==> config.mk <==
export PLATFORM = sky130hd
export DESIGN_NAME = alu_rr_sequencer
export DESIGN_NICKNAME = d
export VERILOG_FILES = /design/src/rtl/alu_ctrl_pkg.sv /design/src/rtl/rr_arb2.sv /design/src/rtl/alu_rr_sequencer.sv
export SDC_FILE = /design/constraint.sdc
export NUM_CORES = 1
export LEC_CHECK = 0
export BUFFER_PORTS_ARGS = -buffer_cell sky130_fd_sc_hd__buf_2
export CORE_MARGIN = 1
export CORE_UTILIZATION = 40
export CTS_CLUSTER_SIZE = 30
export DETAILED_ROUTE_END_ITERATION = 16
export GPL_TIMING_DRIVEN = 0
export HOLD_SLACK_MARGIN = 0.1
export PLACE_DENSITY_LB_ADDON = 0.3
export SYNTH_ARGS = -nofsm -noshare
export SYNTH_HDL_FRONTEND = slang
export SYNTH_SLANG_ARGS = --single-unit
export TNS_END_PERCENT = 5
==> constraint.sdc <==
create_clock -name clk -period 1.2 [get_ports clk]
set_input_delay 0.12 -clock clk [delete_from_list [all_inputs] [get_ports clk]]
set_output_delay 0.12 -clock clk [all_outputs]
set_load 0.1 [all_outputs]
==> src/rtl/alu_ctrl_pkg.sv <==
// Shared types and constants for the ALU request sequencer.
// Holds FSM encodings, opcode values and the reserved-opcode range.
package alu_ctrl_pkg;

  localparam int DEF_WIDTH = 4;
  localparam int DEF_OP_W  = 3;

  typedef enum logic [2:0] {
    ST_IDLE = 3'd0,
    ST_LOAD = 3'd1,
    ST_EXEC = 3'd2,
    ST_WB   = 3'd3
  } state_t;

  localparam logic [2:0] OP_ADD  = 3'd0;
  localparam logic [2:0] OP_SUB  = 3'd1;
  localparam logic [2:0] OP_AND  = 3'd2;
  localparam logic [2:0] OP_OR   = 3'd3;
  localparam logic [2:0] OP_XOR  = 3'd4;
  localparam logic [2:0] OP_PASS = 3'd5;

  localparam logic [2:0] OP_RSV_LO = 3'd6;
  localparam logic [2:0] OP_RSV_HI = 3'd7;

  // Top of the range equals the largest 3-bit code, so only
  // the lower bound needs comparing.
  function automatic logic op_reserved(
    input logic [DEF_OP_W-1:0] op
  );
    return op >= OP_RSV_LO;
  endfunction

endpackage

==> src/rtl/rr_arb2.sv <==
// Two-way round-robin pick, purely combinational.
// Ports: req0/req1 requests, ptr = last winner id, win = one-hot pick.
module rr_arb2 (
  input  logic       req0,
  input  logic       req1,
  input  logic       ptr,
  output logic [1:0] win
);

  always_comb begin
    win = 2'b00;
    unique case (1'b1)
      (req0 & ~req1): win = 2'b01;
      (~req0 & req1): win = 2'b10;
      // On contention the requester that did not win last goes.
      (req0 & req1):  win = ptr ? 2'b01 : 2'b10;
      default:        win = 2'b00;
    endcase
  end

endmodule

==> src/rtl/alu_rr_sequencer.sv <==
// Shares one ALU between two requesters: round-robin grant, then
// LOAD/EXEC/WB sequence with a done pulse to the owner.
// Ports: clk, rst_n (sync, active-high), req/a/b/op per requester,
// alu_a/alu_b/alu_op to ALU, alu_y/alu_c back, result/carry regs,
// done0/done1 pulses, grant one-hot owner, state debug.
// Macro ALU_OPCHK_EN: reserved opcodes yield zero result and err.
module alu_rr_sequencer
  import alu_ctrl_pkg::*;
#(
  parameter int WIDTH = DEF_WIDTH,
  parameter int OP_W  = DEF_OP_W
) (
  input  logic             clk,
  input  logic             rst_n,
  input  logic             req0,
  input  logic [WIDTH-1:0] a0,
  input  logic [WIDTH-1:0] b0,
  input  logic [OP_W-1:0]  op0,
  input  logic             req1,
  input  logic [WIDTH-1:0] a1,
  input  logic [WIDTH-1:0] b1,
  input  logic [OP_W-1:0]  op1,
  output logic [WIDTH-1:0] alu_a,
  output logic [WIDTH-1:0] alu_b,
  output logic [OP_W-1:0]  alu_op,
  input  logic [WIDTH-1:0] alu_y,
  input  logic             alu_c,
  output logic [WIDTH-1:0] result,
  output logic             carry,
  output logic             done0,
  output logic             done1,
  output logic [1:0]       grant,
`ifdef ALU_OPCHK_EN
  output logic             err,
`endif
  output logic [2:0]       state
);

  state_t           cur;
  state_t           nxt;
  logic             ptr;
  logic [1:0]       win;
  logic [WIDTH-1:0] reg1;
  logic [WIDTH-1:0] reg2;
  logic [OP_W-1:0]  opr;
  logic             rsv;
  logic             in_wb;

  rr_arb2 u_arb (
    .req0 (req0),
    .req1 (req1),
    .ptr  (ptr),
    .win  (win)
  );

`ifdef ALU_OPCHK_EN
  assign rsv = op_reserved(opr);
`else
  assign rsv = 1'b0;
`endif

  always_ff @(posedge clk) begin
    if (rst_n) begin
      cur    <= ST_IDLE;
      grant  <= 2'b00;
      ptr    <= 1'b1;
      reg1   <= '0;
      reg2   <= '0;
      opr    <= '0;
      result <= '0;
      carry  <= 1'b0;
    end else begin
      cur <= nxt;
      case (cur)
        ST_IDLE: begin
          grant <= win;
          if (|win) begin
            ptr  <= win[1];
            reg1 <= win[0] ? a0 : a1;
            reg2 <= win[0] ? b0 : b1;
            opr  <= win[0] ? op0 : op1;
          end
        end
        ST_LOAD: ;
        ST_EXEC: begin
          result <= rsv ? '0 : alu_y;
          carry  <= rsv ? 1'b0 : alu_c;
        end
        default: grant <= 2'b00;
      endcase
    end
  end

  always_comb begin
    nxt    = ST_IDLE;
    alu_a  = '0;
    alu_b  = '0;
    alu_op = '0;
    case (cur)
      ST_IDLE: nxt = (|win) ? ST_LOAD : ST_IDLE;
      ST_LOAD: begin
        nxt    = ST_EXEC;
        alu_a  = reg1;
        alu_b  = reg2;
        alu_op = rsv ? '0 : opr;
      end
      ST_EXEC: begin
        nxt    = ST_WB;
        alu_a  = reg1;
        alu_b  = reg2;
        alu_op = rsv ? '0 : opr;
      end
      default: nxt = ST_IDLE;
    endcase
  end

  assign in_wb = (cur == ST_WB);
  assign done0 = in_wb & grant[0];
  assign done1 = in_wb & grant[1];
  assign state = cur;

`ifdef ALU_OPCHK_EN
  assign err = in_wb & rsv;
`endif

endmodule
==> results.toml, run 1 <==
[global_routing]
gr-usage-met3 = 0.03390
grt_pass1_vias = 1126
grt_util_met1 = 0.2509
overflow = 0
grt_start_max_net_pins = 12
gr-max-usage-layer = "met2"
antenna_found_initial = 0
grt_pass1_wl_mm = 4.781
grt_use_total = 0.2370
grt_util_met2 = 0.4563

[sta]
fmax_mhz = 616.7
hold_viol_final = 0
setup_viol_count_final = 21
fin_crit_ns = 1.622
rsz0062_at_grt = "yes"
finalCritPeriodShare = 1.351
fin_skew_ns = 0.008158
drv_slew = 0
worst_slack_ns = -0.4216
tns_ns = -5.462

[place]
dpl_worst_slack_ns = -0.3239
dp_hpwl_mm = 2.000
io_buffers = 51
place_congestion = 0.7285
dp_cells = 205
dpl-instance-area_mm2 = 0.001421

[logic_synthesis]
synthesis.nets = 158
synthesis.area_mm2 = 0.001062
ys_types = 26
synthCells = 124
synth-seq-cells = 21
yosys-top-cells-area = "dfxtp_1 40%, and2_1 7.7%, a311oi_1 7.4%, nor2_1 5.7%, nand3_1 5.2%"
ys.warnings.count = 0
synth_area_leader_cell = "dfxtp_1"
synth.top_cell.area_share = 0.3958
seq_area_frac_synth = 0.3958
syn_area_per_cell_um2 = 8.567

[worst_setup_path]
crit_chain = "inv_4 -> ha_4 -> clkbuf_8 -> and2_4 -> buf_12"
startpoint_type = "flop"
crit_start = "state[0]$_SDFF_PP0_"
crit_type = "reg -> out"
critPathCaptureType = "output pin"
r2r-start = "state[0]$_SDFF_PP0_"
worstPathArrival_ns = 1.50
crit_path_top_delay_cell = "dfxtp_4"
crit_required_ns = 1.08
worst_path_largest_cell_delay_ns = 0.39
crit_fanout = 5

[cells_and_area]
postLayoutCellArea_mm2 = 0.001923
mostFrequentLayoutCells = "30 x buf_2, 17 x dlygate4sd3_1, 16 x nor2_1, 16 x dfxtp_1, 13 x buf_12"
fin_nets = 235
num_antenna_cells = 0
mostFrequentLayoutCell = "buf_2"
drive_gt1_frac = 0.4750
layout.cells.non_filler = 230
area_growth_pct = 81.04
fill_cells = 162

[floorplan]
core_mm2 = 0.002500
rows = 18
die_x_um = 53.54
pin_count = 54
die_h_um = 53.54
die_area_mm2 = 0.002866
initial_utilization = 0.4249

[clock_network]
clockBufferDepth = 2
clock_latency_ns = 0.31
root_buffer = "clkbuf_4"
htreeDepth = 1
path_clk_slew_ns = 0.12
cts_tree = "done"
cts.sinks = 21
cts_made_buffers = 3

[route]
drc_errors = 0
first_iter_violations = 28
drt.antenna.violating_nets = 0
drt-pass1-iter-count = 4
wl_per_cell_um = 14.79
wl_mm = 3.401
viasPerCell = 5.191
num_vias = 1194

[pwr]
p_leak_nw = 0.8404
p_per_area_mw_per_mm2 = 2911
p_int_w = 0.002713
ir_worst_vdd_mv = 1.944
seq_power_share = 0.199
clockPowerShare = 0.064
combPwrFrac = 0.737
switchingPower_w = 0.002885
switching_share = 0.5154

[worst_hold_path]
hp-start = "b0[1]"
hold_path.class = "in -> reg"

[run_status]
violations = "setup timing"
status = "complete, but fails checks"

[run]
cap_viol_max_count = 0
flip-flops by register name, indices dropped and copies added (netlist names):
signal,count
carry,1
grant,2
opr,3
ptr,1
reg1,4
reg2,4
result,4
state,2
Yosys cell counts:
cell	number
a21oi_1	4
and2b_1	1
nor2b_1	1
clkbuf_1	4
a31oi_1	1
dfxtp_1	21
buf_6	2
mux2i_1	5
buf_4	3
or2_2	1
nand2b_1	1
nor2_1	16
conb_1	1
nand2_1	5
inv_1	3
a311oi_2	2
and2_1	13
nand3_1	11
a311oi_1	9
o21ai_1	10
o21ai_0	1
ha_1	3
nand4b_1	2
o21a_4	1
clkbuf_2	1
buf_2	2
through the flow:
step	hold slack (ns)	total power, W	utilization
2_1_floorplan	0.1819	0.003816	-
3_3_place_gp	0.2959	0.004231	0.5686
3_5_place_dp	0.3019	0.004294	0.5686
4_1_cts	0.1037	0.005394	0.7452
5_1_grt	0.1074	0.005800	0.7693
6_report	0.09833	0.005598	0.7693
critical path, delay by kind of cell (launching register included):
family,cells,cell delay [ns]
buf+inv,3,0.36
flops,1,0.39
fa+ha+maj,1,0.29
simple gates,1,0.15
per-layer routing:
metal | vias up | part of all wire
met5 | - | 0
met4 | 0 | 0.016
met3 | 4 | 0.034
met2 | 38 | 0.54
met1 | 573 | 0.41
li1 | 579 | -
logic make-up after synthesis:
group | count (synthesis) | synth area share
and+or+nand+nor | 51 | 0.2438
buffers and inverters | 15 | 0.08126
muxes | 5 | 0.04712
other | 1 | 0.003530
adders and majority gates | 3 | 0.03534
DFF | 21 | 0.3958
AOI/OAI and AO/OA | 28 | 0.1932
final timing paths:
kind	depth (start not counted)	slack (ns)	endpoint
hold / removal	3	0.1	reg2[1]$_SDFFE_PP0P_
hold reg to reg	2	0.47	grant[1]$_SDFFE_PP0P_
setup reg to reg	6	-0.13	reg2[2]$_SDFFE_PP0P_
setup / recovery	5	-0.42	alu_b[0]
layout make-up:
class	count	area, µm²	area share
clock buffers	4	26.28	0.01366
well taps	30	37.54	0.01952
plain buffers	12	122.6	0.06376
multi-input cells	88	605.6	0.3149
inverters	3	16.27	0.008458
repair buffers	72	683.2	0.3552
flip-flops and latches	21	431.7	0.2245
power groups by stage:
stage	Combinational (W)	Clock, W	Sequential (W)
finish	0.00412	0.000358	0.00112
global route	0.00427	0.000381	0.00115
CTS	0.00393	0.000350	0.00111
detailed placement	0.00317	0	0.00113
global placement	0.00312	0	0.00111
floorplan	0.00209	0	0.00173
timing repair:
action | in CTS | in global routing
setup endpoints to repair | 35 | 37
gates resized for setup | 62 | 17
pin swaps | 19 | 2
gates cloned | 1 | 0
hold endpoints to repair | 13 | 1
hold buffers | 16 | 1
buffers inserted | 2 | 1
(Power assumes the default switching activity.)
==> run 2: changes to the inputs <==
Settings changed: BUFFER_PORTS_ARGS -buffer_cell sky130_fd_sc_hd__buf_2 to not set, CAP_MARGIN set to 40, CORE_UTILIZATION 40 to 54, DONT_BUFFER_PORTS set to 1.
==> results.toml, run 2 (same netlist as run 1, synthesis figures left out) <==
[run_status]
status = "complete, but fails checks"
violations = "setup timing"

[route]
num_vias = 1283
first_iter_violations = 79
drc_errors = 0
viasPerCell = 6.717
drt-pass1-iter-count = 4
wl_per_cell_um = 24.12
drt.antenna.violating_nets = 0
wl_mm = 4.607

[place]
dp_hpwl_mm = 1.833
place_congestion = 0.6854
io_buffers = 0

[worst_hold_path]
hold_path.class = "in -> reg"
hp-start = "req1"
min_to = "ptr$_SDFFE_PP1P_"
min_delay_path_depth = 3

[global_routing]
antenna_found_initial = 0
grt_use_total = 0.3678
grt_start_max_net_pins = 12
grt_pass1_wl_mm = 5.402
grt_pass1_vias = 1142
overflow = 0

[clock_network]
cts.sinks = 21
path_clk_slew_ns = 0.14
clock_latency_ns = 0.32
clockBufferDepth = 2
htreeDepth = 1
root_buffer = "clkbuf_4"
cts_tree = "done"
cts_made_buffers = 3

[cells_and_area]
area_growth_pct = 57.36
mostFrequentLayoutCell = "dlygate4sd3_1"
fill_cells = 56
mostFrequentLayoutCells = "29 x dlygate4sd3_1, 17 x dfxtp_1, 14 x nor2_1"
drive_gt1_frac = 0.3373
num_antenna_cells = 0
reg_top3 = "reg1 (4), reg2 (4), result (4)"
postLayoutCoreUtil = 0.9375
fin_nets = 201

[floorplan]
rows = 15
die_h_um = 46.35
core_mm2 = 0.001783
die_area_mm2 = 0.002148
pin_count = 54
initial_utilization = 0.5958
die_x_um = 46.35

[worst_setup_path]
worstPathArrival_ns = 1.78
ff2ff_path_depth = 6
crit_path_top_delay_cell = "dfxtp_4"
crit_type = "reg -> out"
r2r_slack_ns = -0.56
crit_chain = "inv_4 -> ha_4 -> buf_4 -> and2_4"
r2r-start = "state[1]$_SDFF_PP0_"
crit_required_ns = 1.08
worst_path_largest_cell_delay_ns = 0.61
crit_start = "state[1]$_SDFF_PP0_"
critPathCaptureType = "output pin"
r2r_end = "grant[0]$_SDFFE_PP0P_"
startpoint_type = "flop"
crit_fanout = 5

[run]
cap_viol_max_count = 0

[pwr]
p_per_area_mw_per_mm2 = 3259
ir_worst_vdd_mv = 2.803
p_leak_nw = 0.6594

[sta]
drv_slew = 0
rsz0062_at_grt = "yes"
worst_slack_ns = -0.7001
hold_viol_final = 0
fmax_mhz = 526.3
setup_viol_count_final = 34
fin_crit_ns = 1.900
tns_ns = -15.25
fin_skew_ns = 0.005355
slew_headroom = 0.5889
worstMarginPinSlew_ns = 0.6167
finalCritPeriodShare = 1.583
run 2: changes by cell type in the layout (fill, tap and decap cells not counted), sizes merged:
| cell | delta |
|---|---|
| dlygate4sd3 | +12 |
| buf | -42 |
| clkbuf | -4 |
run 2: worst max-delay path by stage:
stage / to / slack [ns]
2_1_floorplan: alu_a[0] / -0.28
3_3_place_gp: alu_a[0] / -0.34
3_5_place_dp: alu_a[1] / -0.34
4_1_cts: alu_op[2] / -0.64
5_1_grt: alu_a[3] / -0.72
6_report: alu_a[3] / -0.70
run 2: worst max-delay path, delay by kind of cell (launching register included):
family	cells	cell delay, ns
flip-flops	1	0.61
AND/OR/NAND/NOR	1	0.33
adder cells (fa/ha/maj)	1	0.31
buffers and inverters	2	0.20
run 2: where the power goes:
group          switching (W)  internal, W  total, W
Combinational        0.00225      0.00122   0.00348
Clock               0.000251     0.000130  0.000381
Sequential          0.000629     0.000961   0.00159
run 2: area by class of cell:
cell class	instances	area, µm²	area share
Buffer	12	106.4	0.06362
Clock buffer	4	26.28	0.01572
Inverter	3	16.27	0.009731
Multi-Input combinational cell	88	654.4	0.3915
Sequential cell	21	430.4	0.2575
Tap cell	25	31.28	0.01871
Timing Repair Buffer	38	406.6	0.2433
run 2: stage by stage:
step / power, W / setup slack, ns / std cells / cell area (µm²) / hold WS, ns
floorplan: 0.003816 / -0.2806 / 124 / 1129 / 0.1819
global route: 0.005539 / -0.7208 / 191 / 1672 / 0.09927
detailed placement: 0.004187 / -0.3399 / 154 / 1235 / 0.1877
global placement: 0.004016 / -0.3351 / 149 / 1160 / 0.1833
finish: 0.005447 / -0.7001 / 191 / 1672 / 0.1031
CTS: 0.004823 / -0.6441 / 190 / 1607 / 0.1016
run 2: what timing repair did:
item / CTS / global route
setup endpoints to repair: 33 / 34
gates resized for setup: 10 / 14
pin swaps: 7 / 4
gates cloned: 1 / 0
hold endpoints to repair: 18 / 0
hold buffers: 29 / 0
buffers inserted: 2 / 1
run 2: metal layers:
metal	vias up	track usage	share of wire
met5	-	0	0
met4	0	0.1882	0.071
met3	38	0.07059	0.11
met2	133	0.6500	0.46
met1	594	0.4101	0.36
li1	518	-	-
==> run 3: changes to the inputs <==
Settings changed: CORE_UTILIZATION 54 to 40, HOLD_SLACK_MARGIN 0.1 to 0.12, SETUP_SLACK_MARGIN set to 0.4.
==> results.toml, run 3 (same netlist as run 1, synthesis figures left out) <==
[cells_and_area]
num_antenna_cells = 0
mostFrequentLayoutCells = "27 x dlygate4sd3_1, 17 x dfxtp_1, 13 x nor2_1"
mostFrequentLayoutCell = "dlygate4sd3_1"
area_growth_pct = 55.36
postLayoutCellArea_mm2 = 0.001650
reg_top3 = "reg1 (4), reg2 (4), result (4)"
drive_gt1_frac = 0.3148
fin_nets = 197

[pwr]
clockPowerShare = 0.069
ir_worst_vdd_mv = 1.801
p_int_w = 0.002226
switching_share = 0.5500
p_per_area_mw_per_mm2 = 2997
power_w = 0.004946
seq_power_share = 0.310
combPwrFrac = 0.621
switchingPower_w = 0.002720
p_leak_nw = 0.6417

[floorplan]
rows = 18
core_mm2 = 0.002500
initial_utilization = 0.4249
die_h_um = 53.54
pin_count = 54
die_area_mm2 = 0.002866
die_x_um = 53.54

[clock_network]
clock_latency_ns = 0.30
htreeDepth = 1
path_clk_slew_ns = 0.12
clockBufferDepth = 2
cts_tree = "done"
cts.sinks = 21
root_buffer = "clkbuf_4"
cts_hold_buf = 27
cts_made_buffers = 3

[global_routing]
overflow = 0
grt_use_total = 0.2097
grt_pass1_wl_mm = 4.319
grt_pass1_vias = 1035
grt_start_max_net_pins = 12
antenna_found_initial = 0

[sta]
setup_viol_count_final = 34
fin_crit_ns = 1.855
rsz0062_at_grt = "yes"
slew_headroom = 0.6123
hold_ws_ns = 0.04142
fmax_mhz = 539.2
drv_slew = 0
worst_slack_ns = -0.6546
finalCritPeriodShare = 1.546
worstMarginPinSlew_ns = 0.5815
fin_skew_ns = 0.005630
hold_viol_final = 0

[route]
drt-pass1-iter-count = 4
wl_met3_um = 187
top_layer = "met4"
wl_met1_mm = 1.108
first_iter_violations = 21
drc_errors = 0
drt.antenna.violating_nets = 0
wl_mm = 2.872
wl_met2_mm = 1.543
viasPerCell = 5.276
num_vias = 1013
wl_per_cell_um = 14.96

[worst_setup_path]
r2r-start = "state[0]$_SDFF_PP0_"
r2r_end = "result[2]$_SDFFE_PP0N_"
critPathCaptureType = "output pin"
ff2ff_path_depth = 6
startpoint_type = "flop"
crit_type = "reg -> out"
crit_required_ns = 1.08
r2r_slack_ns = -0.25
worstPathArrival_ns = 1.73
crit_start = "state[1]$_SDFF_PP0_"
crit_fanout = 10

[worst_hold_path]
min_to = "reg1[0]$_SDFFE_PP0P_"
hold_path.class = "in -> reg"
hp-start = "a0[0]"
min_delay_path_depth = 2

[place]
io_buffers = 0
dp_hpwl_mm = 1.861
place_congestion = 0.6977
dpl-instance-area_mm2 = 0.001241

[run_status]
violations = "setup timing"
status = "complete, but fails checks"

[run]
cap_viol_max_count = 0
[run 3: worst max-delay path, stage by stage (launching register included)]
cell,delay [ns]
dfxtp_4,0.59
inv_4,0.06
ha_4,0.30
clkbuf_16,0.15
and2_4,0.33
[run 3: worst max path at each step]
stage                    end  slack (ns)  depth (start not counted)
global placement    alu_a[0]       -0.34                          4
detailed placement  alu_a[1]       -0.36                          4
floorplan           alu_a[0]       -0.28                          4
finish              alu_a[1]       -0.65                          4
CTS                 alu_a[1]       -0.66                          4
global route        alu_a[1]       -0.71                          4
[run 3: routing by layer]
layer,track usage,vias to the layer above
li1,-,505
met1,0.2160,468
met2,0.4083,36
met3,0.05085,4
met4,0.06579,0
met5,0,-
[run 3: power by group through the flow]
stage	sequential (W)	combinational (W)	clock, W
after global routing	0.00157	0.00322	0.000391
after floorplan	0.00173	0.00209	0
after global placement	0.00175	0.00228	0
after detailed placement	0.00153	0.00266	0
after CTS	0.00153	0.00298	0.000348
final	0.00154	0.00307	0.000340
[run 3: repair_timing]
action,in CTS,in global routing
resized for setup,17,7
pin swaps,15,4
setup buffers,2,0
setup endpoints to repair,43,43
hold endpoints to repair,19,1
[run 3: layout make-up]
class                      count  area, µm²
clock buffer                   4      26.28
sequential                    21      435.4
buffer                        12      120.1
tap                           30      37.54
inverter                       3      16.27
fill                         206      849.6
multi-input combinational     88      629.4
timing repair buffer          34      385.4
[run 3: stage by stage]
stage | utilization | setup slack (ns) | setup TNS [ns] | std cells
4_1_cts | 0.6486 | -0.6635 | -12.10 | 192
3_3_place_gp | 0.4665 | -0.3406 | -7.999 | 154
5_1_grt | 0.6602 | -0.7099 | -13.58 | 192
2_1_floorplan | - | -0.2806 | -6.048 | 124
6_report | 0.6602 | -0.6546 | -11.87 | 192
3_5_place_dp | 0.4965 | -0.3558 | -8.709 | 159
